`config.mk`:
```
export PLATFORM = sky130hd
export DESIGN_NAME = usart_stream_buffer
export DESIGN_NICKNAME = d
export VERILOG_FILES = /design/src/rtl/usart_stream_buffer.sv
export SDC_FILE = /design/constraint.sdc
export NUM_CORES = 1
export LEC_CHECK = 0
export ABC_AREA = 1
export BUFFER_PORTS_ARGS = -buffer_cell sky130_fd_sc_hd__buf_2
export CAP_MARGIN = 0
export CORE_ASPECT_RATIO = 1.75
export CORE_UTILIZATION = 35
export CTS_BUF_LIST = sky130_fd_sc_hd__clkbuf_16
export CTS_CLUSTER_SIZE = 14
export DETAILED_ROUTE_END_ITERATION = 8
export GPL_ROUTABILITY_DRIVEN = 0
export PLACE_DENSITY = 0.49
export SKIP_LAST_GASP = 1
export SYNTH_ARGS = -nofsm -noshare
export SYNTH_HDL_FRONTEND = slang
export SYNTH_SLANG_ARGS = --single-unit
```
`constraint.sdc`:
```
create_clock -name clk -period 2.6 [get_ports clk]
set_input_delay 0.52 -clock clk [delete_from_list [all_inputs] [get_ports clk]]
set_output_delay 0.52 -clock clk [all_outputs]
set_load 0.01 [all_outputs]
```
`src/rtl/usart_stream_buffer.sv`:
```
// Buffered byte router between the USART Rx/Tx cores: an RX FIFO and a TX FIFO feed
// a small transmit FSM. Host mode sends from the TX FIFO; loopback sends from the RX FIFO.
module usart_stream_buffer #(
  parameter int unsigned DATA_BITS  = 8,
  parameter int unsigned FIFO_DEPTH = 16,
  localparam int unsigned AW        = $clog2(FIFO_DEPTH)
) (
  input  logic                 clk,
  input  logic                 reset,
  input  logic                 mode,
  input  logic [DATA_BITS-1:0] rx_data,
  input  logic                 rx_valid,
  output logic [DATA_BITS-1:0] tx_data,
  output logic                 tx_start,
  input  logic                 tx_busy,
  input  logic [DATA_BITS-1:0] host_wr_data,
  input  logic                 host_wr_en,
  output logic                 host_wr_full,
  output logic [DATA_BITS-1:0] host_rd_data,
  input  logic                 host_rd_en,
  output logic                 host_rd_empty,
  output logic                 rx_overflow,
  input  logic                 clear_ovf,
  output logic [AW:0]          rx_count,
  output logic [AW:0]          tx_count
);

  localparam logic [AW:0] FullCnt = (AW+1)'(FIFO_DEPTH);

  typedef enum logic [1:0] {StIdle, StStart, StWaitHi, StWaitLo} state_e;

  logic [DATA_BITS-1:0] rx_mem [FIFO_DEPTH];
  logic [DATA_BITS-1:0] tx_mem [FIFO_DEPTH];

  logic [AW-1:0]        rx_wptr_q, rx_rptr_q, tx_wptr_q, tx_rptr_q;
  logic [AW:0]          rx_count_q, tx_count_q;
  logic                 rx_overflow_q;
  logic                 mode_q;
  state_e               state_q;
  logic [DATA_BITS-1:0] tx_data_q;
  logic                 tx_start_q;

  logic                 rx_full, rx_empty, tx_full, tx_empty;
  logic                 rx_push, rx_pop, tx_push, tx_pop;
  logic                 src_empty, fsm_pop;
  logic [DATA_BITS-1:0] rx_head, tx_head, src_head;

  always_comb begin
    rx_full   = (rx_count_q == FullCnt);
    rx_empty  = (rx_count_q == '0);
    tx_full   = (tx_count_q == FullCnt);
    tx_empty  = (tx_count_q == '0);
    rx_head   = rx_mem[rx_rptr_q];
    tx_head   = tx_mem[tx_rptr_q];
    src_empty = mode_q ? rx_empty : tx_empty;
    src_head  = mode_q ? rx_head : tx_head;
    fsm_pop   = (state_q == StIdle) && !src_empty && !tx_busy;
    // A full FIFO drops the push even when a pop frees a slot in the same cycle.
    rx_push   = rx_valid && !rx_full;
    tx_push   = host_wr_en && !tx_full;
    // The FSM owns the RX FIFO read port in loopback, so host reads are ignored there.
    rx_pop    = !rx_empty && (mode_q ? fsm_pop : host_rd_en);
    tx_pop    = !mode_q && fsm_pop;
  end

  always_ff @(posedge clk) begin
    if (rx_push) rx_mem[rx_wptr_q] <= rx_data;
    if (tx_push) tx_mem[tx_wptr_q] <= host_wr_data;
  end

  always_ff @(posedge clk) begin
    if (reset) begin
      rx_wptr_q  <= '0;
      rx_rptr_q  <= '0;
      rx_count_q <= '0;
      tx_wptr_q  <= '0;
      tx_rptr_q  <= '0;
      tx_count_q <= '0;
    end else begin
      if (rx_push) rx_wptr_q <= rx_wptr_q + AW'(1);
      if (rx_pop)  rx_rptr_q <= rx_rptr_q + AW'(1);
      if (tx_push) tx_wptr_q <= tx_wptr_q + AW'(1);
      if (tx_pop)  tx_rptr_q <= tx_rptr_q + AW'(1);
      if (rx_push && !rx_pop)      rx_count_q <= rx_count_q + (AW+1)'(1);
      else if (!rx_push && rx_pop) rx_count_q <= rx_count_q - (AW+1)'(1);
      if (tx_push && !tx_pop)      tx_count_q <= tx_count_q + (AW+1)'(1);
      else if (!tx_push && tx_pop) tx_count_q <= tx_count_q - (AW+1)'(1);
    end
  end

  always_ff @(posedge clk) begin
    if (reset) begin
      rx_overflow_q <= 1'b0;
    end else if (rx_valid && rx_full) begin
      rx_overflow_q <= 1'b1;
    end else if (clear_ovf) begin
      rx_overflow_q <= 1'b0;
    end
  end

  // tx_start is registered: it is high for the one cycle after the FSM leaves StStart.
  always_ff @(posedge clk) begin
    if (reset) begin
      state_q    <= StIdle;
      mode_q     <= 1'b0;
      tx_data_q  <= '0;
      tx_start_q <= 1'b0;
    end else begin
      tx_start_q <= 1'b0;
      unique case (state_q)
        StIdle: begin
          mode_q <= mode;
          if (fsm_pop) begin
            tx_data_q <= src_head;
            state_q   <= StStart;
          end
        end
        StStart: begin
          tx_start_q <= 1'b1;
          state_q    <= StWaitHi;
        end
        StWaitHi: if (tx_busy)  state_q <= StWaitLo;
        StWaitLo: if (!tx_busy) state_q <= StIdle;
        default:  state_q <= StIdle;
      endcase
    end
  end

  assign tx_data       = tx_data_q;
  assign tx_start      = tx_start_q;
  assign host_wr_full  = tx_full;
  assign host_rd_data  = rx_head;
  assign host_rd_empty = rx_empty;
  assign rx_overflow   = rx_overflow_q;
  assign rx_count      = rx_count_q;
  assign tx_count      = tx_count_q;

endmodule
```
# [After elaboration in Yosys (flattened, before gate mapping)]
# Memory sizes are Yosys's and may differ from the RTL's. A register that Yosys moved wholly into a read port is not among the register bits.
# Index checks and enable logic that the tools add are counted.
[op_classes] addsub=8 multipliers=0 div_mod_pow=0 order_cmp=0 eq_ne=8 shift=0 mux=22 n_bitwise=0 reduce_logical=29
[op_table] op="$mux 5" n=4
[op_table] op="$add 4x1->4 const B" n=4
[op_table] op="$mux 4" n=4
[op_table] op="$logic_and 1x1->1" n=11
[op_table] op="$add 5x1->5 const B" n=2
[op_table] op="$eq 5x5->1 const B" n=2
[op_table] op="$logic_not 1->1" n=10
[op_table] op="$logic_not 5->1" n=2
[op_table] op="$sub 5x1->5 const B" n=2
[op_table] op="$mux 1" n=9
[op_table] op="$mux 8" n=1
[op_table] op="$pmux 2 s4" n=1
[op_table] op="$mux 2" n=3
[op_table] op="$ne 2x2->1 const B" n=3
[op_table] op="$reduce_bool 2->1" n=3
[op_table] op="$eq 2x2->1 const B" n=2
[op_table] op="$reduce_and 3->1" n=1
[op_table] op="$eq 2x1->1 const B" n=1
[op_table] op="$logic_not 2->1" n=1
[op_table] op="$reduce_and 2->1" n=1
[totals] reg_bits=39 latch_bits=0 ramBits=256 romBits=0 in_bits=24 output_inout_bits=30 wordCells=80 memories=2
[mem_list] name="rx_mem" depth=16 width=8 rd=1 rd_ports_with_merged_regs=1 write_ports=1 line="32" source="logic [DATA_BITS-1:0] rx_mem [FIFO_DEPTH];"
[mem_list] name="tx_mem" depth=16 width=8 rd=1 rd_ports_with_merged_regs=1 write_ports=1 line="33" source="logic [DATA_BITS-1:0] tx_mem [FIFO_DEPTH];"

# [Depth between registers and ports, before layout]
# Gate-level depths: netlist (run 1).
[depth] ltp_word=10 depth_mapped=18 ltp_nobuf=18

# [Worst setup path before layout (run 1)]
# Ideal clock, no wire load.
[synth_path] kind="flip-flop to flip-flop" startpoint="register state_q[0]" endpoint="register tx_count_q[4] (netlist: tx_count[4])" t_arrival_ns=2.378 slack_ns=0.109 stages_incl_launch_ff=18 path_buffers=0 synth_period_minus_slack_ns=2.491 cell_sequence="dfxtp_1 > inv_1 > ha_1 > nand2_1 > inv_1 > nand3_4 > nor2_4 > inv_1 > ha_1 > inv_1 > ha_1 > a21o_1 > a21oi_1 > nor2_1 > nor2_1 > nand2_1 > nor2_1 > nor2_1"
[synth_between] elab_chain_cells=7
[synth_rtl] item="start: declaration" line="39" source="state_e state_q;"
[synth_rtl] item="start signal: assignment" line="104" source="state_q <= StIdle;"
[synth_rtl] item="start signal: assignment" line="115" source="state_q <= StStart;"
[synth_rtl] item="start signal: assignment" line="120" source="state_q <= StWaitHi;"
[synth_rtl] item="$logic_not 2->1 *" line="57" source="fsm_pop = (state_q == StIdle) && !src_empty && !tx_busy;"
[synth_rtl] item="$logic_and 1x1->1 * (2 in a row)" line="57"
[synth_rtl] item="$logic_and 1x1->1 *" line="63" source="tx_pop = !mode_q && fsm_pop;"
[synth_rtl] item="$logic_not 1->1" line="86" source="if (tx_push && !tx_pop) tx_count_q <= tx_count_q + (AW+1)'(1);"
[synth_rtl] item="$logic_and 1x1->1" line="86"
[synth_rtl] item="$mux 5 or $reduce_bool 2->1 (tied branches)"
[synth_rtl] item="end signal: assignment" line="86"
[synth_rtl] item="end signal: assignment" line="87" source="else if (!tx_push && tx_pop) tx_count_q <= tx_count_q - (AW+1)'(1);"
[synth_rtl] item="end: declaration" line="36" source="logic [AW:0] rx_count_q, tx_count_q;"
# Every way passes the cells marked *; elsewhere a longest branch is shown, timed or not.
# A chain may end at the register's enable or synchronous reset.

==> results of run 1 <==
-- flip-flops by register name, summed over array words and instances, names as in the netlist, 4 cells and up, named ones only --
signal	cells
rx_rptr_q	4
tx_rptr_q	4
tx_mem	128
rx_wptr_q	4
rx_mem	128
tx_data	8
tx_wptr_q	4
tx_count	5
rx_count	5
-- logic make-up after synthesis --
group	synth area share, %
AND/OR/NAND/NOR	22.14
multiplexers	0.07570
buffers and inverters	7.257
XOR/XNOR	0.5299
flip-flops	65.25
AO/OA/AOI/OAI	2.271
adder cells (fa/ha/maj)	2.479
-- power breakdown --
| part | internal, uW | switching, uW |
|---|---|---|
| Clock | 2220 | 1810 |
| Sequential | 5570 | 180 |
| Combinational | 1510 | 2810 |
| Total | 9300 | 4810 |
-- cell type report --
cell class | count | share of cell area (%)
clock buffer | 29 | 4.783
timing repair buffer | 97 | 4.634
sequential | 303 | 56.89
clock inverter | 23 | 1.055
multi-input combinational | 800 | 24.10
inverter | 185 | 4.618
tap | 475 | 3.917
-- per-stage QoR --
stage / instance area, um2 / hold slack, ns / total power [uW] / setup WS (ns)
after detailed placement: 14190 / 0.4604 / 10140 / 0.03751
after floorplan: 13220 / 0.4468 / 8574 / 0.1090
after global placement: 14190 / 0.4509 / 10110 / 0.08049
after CTS: 15080 / 0.1782 / 14200 / 0.01098
after global routing: 15170 / 0.1952 / 14960 / -0.01915
final: 15170 / 0.1997 / 14110 / 0.1448
-- cell usage in the layout (no fill, tap or decap), types with 2 or more instances in the layout --
cell       Yosys  layout
o211ai_1       2       2
buf_8          0       2
a21oi_2        1       2
buf_4          9      35
nand3_1      175     174
a21oi_1       20      19
xor2_1         5       5
dfxtp_1       47      44
buf_12         0       6
a21o_1         3       3
inv_1        183     186
nand2_1      445     444
o21a_1         2       2
clkinv_4       0       2
bufinv_16      0       2
xnor2_1        3       3
clkinv_1       0       3
nor2_2         0       2
buf_2         23      53
inv_4          0       2
edfxtp_1     256     256
clkbuf_16      0      30
o21ai_0       25      25
dfxtp_2        0       3
ha_2           0       2
inv_2          2       5
fa_1           2       2
nor2_1        84      82
clkinv_2       0       7
ha_1          23      21
-- layer usage --
layer / up-vias / part of all wire [%]
li1: 4489 / -
met4: 0 / 4.7
met3: 75 / 3.2
met1: 4209 / 36
met5: - / 0
met2: 167 / 56
-- worst max-delay path, stage by stage, from the launching register on --
cell and delay, ns:
dfxtp_2 0.36, inv_4 0.12, buf_12 0.18, nand2_1 0.06, nand2_1 0.07, nand2_1 0.05
nand3_1 0.13, nand3_1 0.11, nand2_2 0.12, buf_2 0.14
-- final timing paths --
check,from,end,cells after the start,slack (ns)
worst min-delay path,mode,mode_q,3,0.20
worst max-delay path,flip-flop,host_rd_data[2],9,0.14
worst min register to register,rx_overflow,rx_overflow,2,0.47
worst max register to register,state_q[1],tx_count[3],16,0.21
-- what timing repair did --
action	CTS	global route
resized for setup	1	16
setup endpoints to repair	3	9
cloned	0	1
setup buffers	0	2
==> flow_results.org, run 1 <==
** Run status
- Result of the run :: finished clean

** Floorplan
- The floorplan has 93 rows.
- The floorplan step defined a die boundary enclosing 38590 um2.
- Core area :: 37000 um2
- Die Span Y :: 259.1 um
- Initial cell density of the core :: 35.74%
- Number of top-level pins :: 54
- Die span in x :: 148.9 um

** Routing
- Via density per instance :: 4.676
- The first routing iteration left 358 violations.
- Vias post-DR :: 8940
- Routed WL :: 33.87 mm
- Final ANT Viol Nets :: 0
- After detailed routing, the average wire length per cell comes to 17.71 um.
- Number of design rule violations left after detail routing :: 0
- Before antenna repair, the detailed router went through 5 iterations.

** Finish
- In the final layout, the multi-input gates occupy 3657 um2.
- Nets :: 1465
- Across the whole layout, storage elements account for 8632 um2.
- The count of cells in the finished layout, fillers not included, comes to 1912.
- For this run, the share of the core covered by cells in the final layout is 41.01%.
- Area added between synthesis and finish :: 14.74%
- Cells with a size suffix above 1 make up 11.13% of the layout.
- The layout has 3651 filler cells.
- Number of antenna diodes :: 0

** Clocking
- The root buffer cell chosen for the clock tree is clkbuf_16.
- The number of hold buffers added after CTS was 0.
- TritonCTS sink count :: 303
- The clock passes through at most 3 buffers.
- Number of buffers added by the clock tree synthesis step :: 29
- Clock slew at reported path FFs :: 0.06 ns
- The later pin in the worst-skew pair is clocked with a latency of 0.57 ns.
- TritonCTS built the clock tree.
- In this run the number of H-tree levels came out at 1.

** Timing
- Fin. max-slew vios :: 0
- Dividing the final minimum period by the clock period gives 94.43%.
- Sum Neg Setup Slack :: 0 ns
- The hold violation count in the final report came to 0.
- On the final layout, the worst clock skew is 0.02431 ns.
- Counting I/O delays and the setup requirement, the final critical path takes 2.455 ns.
- Slew at the pin closest to its max-slew limit :: 0.9218 ns
- Headroom to the max-slew limit :: 38.32%
- Max frequency :: 407.3 MHz
- Setup violations remaining at the end of the flow were counted as 0.
- RSZ-0062 raised after global routing :: true

** Yosys
- Sequential elements use 65.25% of the synthesized area.
- Synth warn :: 0
- Asr flop ratio synth :: 0%
- Proportion of netlist area held by the largest area contributor :: 58.13%
- Among all cell types in the netlist, the one instantiated most often is nand2_1.
- Syn_area_per_cell :: 9.869 um2
- After synthesis, the most frequently instantiated cells are 445 x nand2_1, 256 x edfxtp_1, 183 x inv_1, 175 x nand3_1, 84 x nor2_1.
- Synthesis-stage register bit count :: 303
- The synthesized netlist contains 32 unique library cells.
- Cell area after synthesis :: 13220 um2
- Post-Syn Nets :: 1389
- After synthesis, the cell types taking the most area are edfxtp_1 58%, nand2_1 13%, dfxtp_1 7.1%, nand3_1 6.6%, inv_1 5.2%.
- For this run, the leading register cell type out of synthesis is edfxtp_1.
- The synthesized design contains 256 enable-type register cells.
- edfxtp_1 takes more of the synthesized area than any other cell.
- Post-Synthesis Cells :: 1340

** Flow run
- Number of maximum-capacitance constraint violations :: 0

** Global route
- Grt total ovfl :: 0
- Met1 track demand over resource :: 18.14%
- Aggregate global-route resource usage :: 17.86%
- Global routing used 35.36% of the available met2 tracks.
- Layer with the highest usage after global routing :: met2
- Fraction of met3 tracks used by global routing :: 1.845%
- The number of antenna violations at the first check in global routing came to 0.
- Pin count of the biggest net entering global routing :: 65
- Number of global-route vias before repair :: 8957
- The first global-routing pass estimated 51.10 mm of wire.

** Critical path
- STA puts the critical path data arrival time at 1.94 ns.
- Startpoint types :: flip-flop
- In this run the worst path has a maximum fanout of 22.
- For the worst setup path, the data required time is 2.08 ns.
- Kind of end point of the critical path :: output pin
- The critical path is of the flip-flop to output pin type.

** Power and ir drop
- LEAKAGE :: 0.006490 uW
- Across the VDD grid, the largest voltage drop is 0.0004890 V.
- Dividing total power by cell area gives a power density of 929.7 nW/um2.

** Place
- Including well taps, the total number of placed cells is 1857.
- Hpwl dp :: 22.66 mm
- Buffers placed on the I/O ports in this run total 53.

** Hold path
- Type of the tightest min-delay check :: input port to flip-flop
Note: power is estimated with default switching activity, not from simulation.
==> run 2, diff against run 1 <==
Settings changed: CORE_MARGIN from default to 4.
==> flow_results.org, run 2 (same netlist as run 1, synthesis figures left out) <==
** Clocking
- The worst-skew pair later-pin latency was 0.56 ns (about the same).
- The H-tree depth reported by CTS was 1 (unchanged).
- Number of buffers added by the clock tree synthesis step :: 29 (unchanged)
- The tree is rooted in a clkbuf_16.
- The TritonCTS sink count was 303 (unchanged).
- Cts-stage hold buffer count :: 0 (unchanged)
- Clock slew at reported path FFs :: 0.07 ns (about the same)
- The maximum root-to-sink buffer count was 3 (unchanged).
- TritonCTS clock tree :: done

** Timing
- Sum Neg Setup Slack :: 0 ns (unchanged)
- Max frequency :: 405.1 MHz (-0.54%)
- Fin. max-slew vios :: 0 (unchanged)
- Headroom to the max-slew limit :: 43.34% (+5.0 points)
- Final clock period utilization by the worst path :: 94.94% (+0.51 points)
- Setup repair after global routing could not meet its margin everywhere.
- The hold violation count in the final report is 0 (unchanged).
- Clock period minus final worst setup slack :: 2.469 ns (+0.01333 ns)
- Setup Skew :: 0.01293 ns (-0.01138 ns)
- Worst Hold Margin :: 0.2034 ns (+0.003709 ns)
- Slew at the pin closest to its max-slew limit :: 0.8468 ns (-0.07505 ns)
- The final setup violation count was 0 (unchanged).

** Critical path
- The critical path required time is 2.08 ns (about the same).
- Slowest stage cell on the critical path :: dfxtp_4
- The worst setup path is launched from a flip-flop.
- Cell depth of the worst flop-to-flop path :: 18 (+2)
- Count of cell instances traversed by the critical path :: 8 (-1)
- The endpoint identified for the worst register-to-register timing path is tx_count[4].
- In this run the critical register-to-register path is launched from state_q[0].
- Family of cells with the greatest summed delay on the critical path :: simple AND/OR/NAND/NOR gates
- The number of buffer and inverter stages on the critical path was 2 (-1).
- Kind of end point of the critical path :: output pin
- R2R Setup Slk :: 0.17 ns (-0.04 ns)
- Critical path peak fanout :: 38 (+73%)
- The most numerous cell type found on the critical path is nand2_1.
- The largest stage delay on the critical path was 0.40 ns (+0.04 ns).
- WP data arrival :: 1.95 ns (about the same)
- The setup path with the least slack is of type flip-flop to output pin.
- Cell-by-cell trace of the critical path :: buf_12 > nand2_1 > nand2_1 > nand2_1 > nand3_1 > nand3_1 > nand2_2 > buf_2

** Routing
- The post-route antenna net violation count came to 0 (unchanged).
- The via total after detailed routing is 8993 (+0.59%).
- Via density per instance :: 4.660 (-0.35%)
- First-pass iteration count of the detailed router :: 5 (unchanged)
- The detail-routed net length per standard cell came to 17.69 um (-0.10%).
- Number of design rule violations left after detail routing :: 0 (unchanged)
- Routed WL :: 34.15 mm (+0.84%)
- Number of design-rule violations left by the first detailed-router iteration :: 399 (+11%)

** Finish
- Finished Layout Cells :: 1930 (+0.94%)
- The library cells used most frequently in the layout, excluding fill and tap cells, are 442 x nand2_1, 256 x edfxtp_1, 184 x inv_1.
- The count of inserted antenna diode cells came to 0 (unchanged).
- Final-layout fill cell count :: 3676 (+0.68%)
- Multi-input combinational cell area :: 3675 um2 (+0.48%)
- Fraction of final layout cells sized beyond drive strength 1 :: 11.79% (+0.66 points)
- Leaving out fill and tap cells, the most frequent cell in the layout is nand2_1.
- Area added between synthesis and finish :: 15.68%
- The sequential cell area in the final layout was 8636 um2 (about the same).
- The final net count is 1477 (+0.82%).
- The fraction of the core area covered by cells at the end of the flow was 40.77% (-0.23 points).

** Place
- The estimated wirelength of the detail-placed design is 22.75 mm (+0.41%).
- Placed insts :: 1872 (+0.81%)
- Number of I/O port buffers :: 53 (unchanged)

** Global route
- The global route total overflow is 0 (unchanged).
- Global-route wire length before repair :: 52.24 mm (+2.2%)
- Pin count of the biggest net entering global routing :: 65 (unchanged)
- Number of global-route vias before repair :: 8971 (+0.16%)
- The total track usage was 16.57% (-1.3 points).
- The number of antenna violations at the first check in global routing is 0 (unchanged).

** Floorplan
- The die width came to 154.9 um (+4.0%).
- The initial cell density of the core is 35.25% (-0.49 points).
- Overall die area :: 41080 um2 (+6.4%)
- Number of top-level pins :: 54 (unchanged)
- The core footprint is 37520 um2 (+1.4%).
- The number of core rows came to 94 (+1.1%).
- Die Span Y :: 265.1 um (+2.3%)

** Hold path
- Worst hold endpoint :: mode_q
- In this run the most critical hold path is launched from mode.
- Number of cells traversed by the worst hold path :: 3 (unchanged)
- The worst hold path belongs to the class input port to flip-flop.

** Power and ir drop
- The worst ir drop on vdd was 0.0005025 V (+2.8%).
- LEAKAGE :: 0.006526 uW (+0.56%)
- Power per cell area :: 925.1 nW/um2 (-0.49%)

** Run status
- The flow ran to the end, and the final reports show no timing, DRC or antenna violations.

** Flow run
- Number of maximum-capacitance constraint violations :: 0 (unchanged)
[run 2: changes by cell type in the layout (fill, tap and decap cells not counted), moves of 3 or more]
cell,previous run,this run
buf_4,35,47
clkinv_1,3,11
clkinv_2,7,4
clkinvlp_4,1,4
[run 2: through the flow]
| step | instance area [um2] | worst slack, ns | power [uW] |
|---|---|---|---|
| finish | 15300 | 0.1315 | 14150 |
| global route | 15300 | -0.04201 | 15040 |
| CTS | 15260 | 0.01104 | 14310 |
| detailed placement | 14250 | 0.02307 | 10100 |
| global placement | 14250 | 0.03763 | 10050 |
| floorplan | 13220 | 0.1090 | 8574 |
[run 2: tightest hold or removal path: stages]
cell and delay [ns]:
buf_2 0.08, a21oi_1 0.05, nor2_1 0.07
[run 2: worst max path at each step]
stage	startpoint	to	slack, ns
after CTS	flip-flop	host_rd_data[3]	0.01
after global routing	state_q[0]	tx_count[4]	-0.04
after floorplan	state_q[0]	tx_count[4]	0.11
after detailed placement	tx_busy	tx_count[4]	0.02
final	flip-flop	host_rd_data[1]	0.13
after global placement	tx_busy	tx_count[4]	0.04
[run 2: power breakdown]
| group | internal [uW] | switching (uW) | leakage (uW) | total (uW) |
|---|---|---|---|---|
| combinational | 1530 | 2850 | 0.00339 | 4370 |
| sequential | 5570 | 197 | 0.00270 | 5770 |
| clock | 2210 | 1790 | 0.000440 | 4010 |
[run 2: repair_timing]
item | 4_1_cts | 5_1_grt
buffers inserted | 3 | 0
setup endpoints to repair | 8 | 12
resized for setup | 10 | 16
gates cloned | 2 | 0
[run 2: area by class of cell]
type | count | share of cell area, %
clock inverters | 24 | 1.039
well taps | 480 | 3.926
repair buffers | 109 | 5.202
flip-flops and latches | 303 | 56.45
multi-input cells | 800 | 24.02
clock buffers | 29 | 4.744
inverters | 185 | 4.613
[run 2: layer usage]
layer	GRT usage, %	up-vias	routed length, um
li1	-	4518	-
met1	17.84	4242	12680
met2	32.26	172	18850
met3	2.035	61	1328
met4	6.546	0	1298
met5	0	-	0
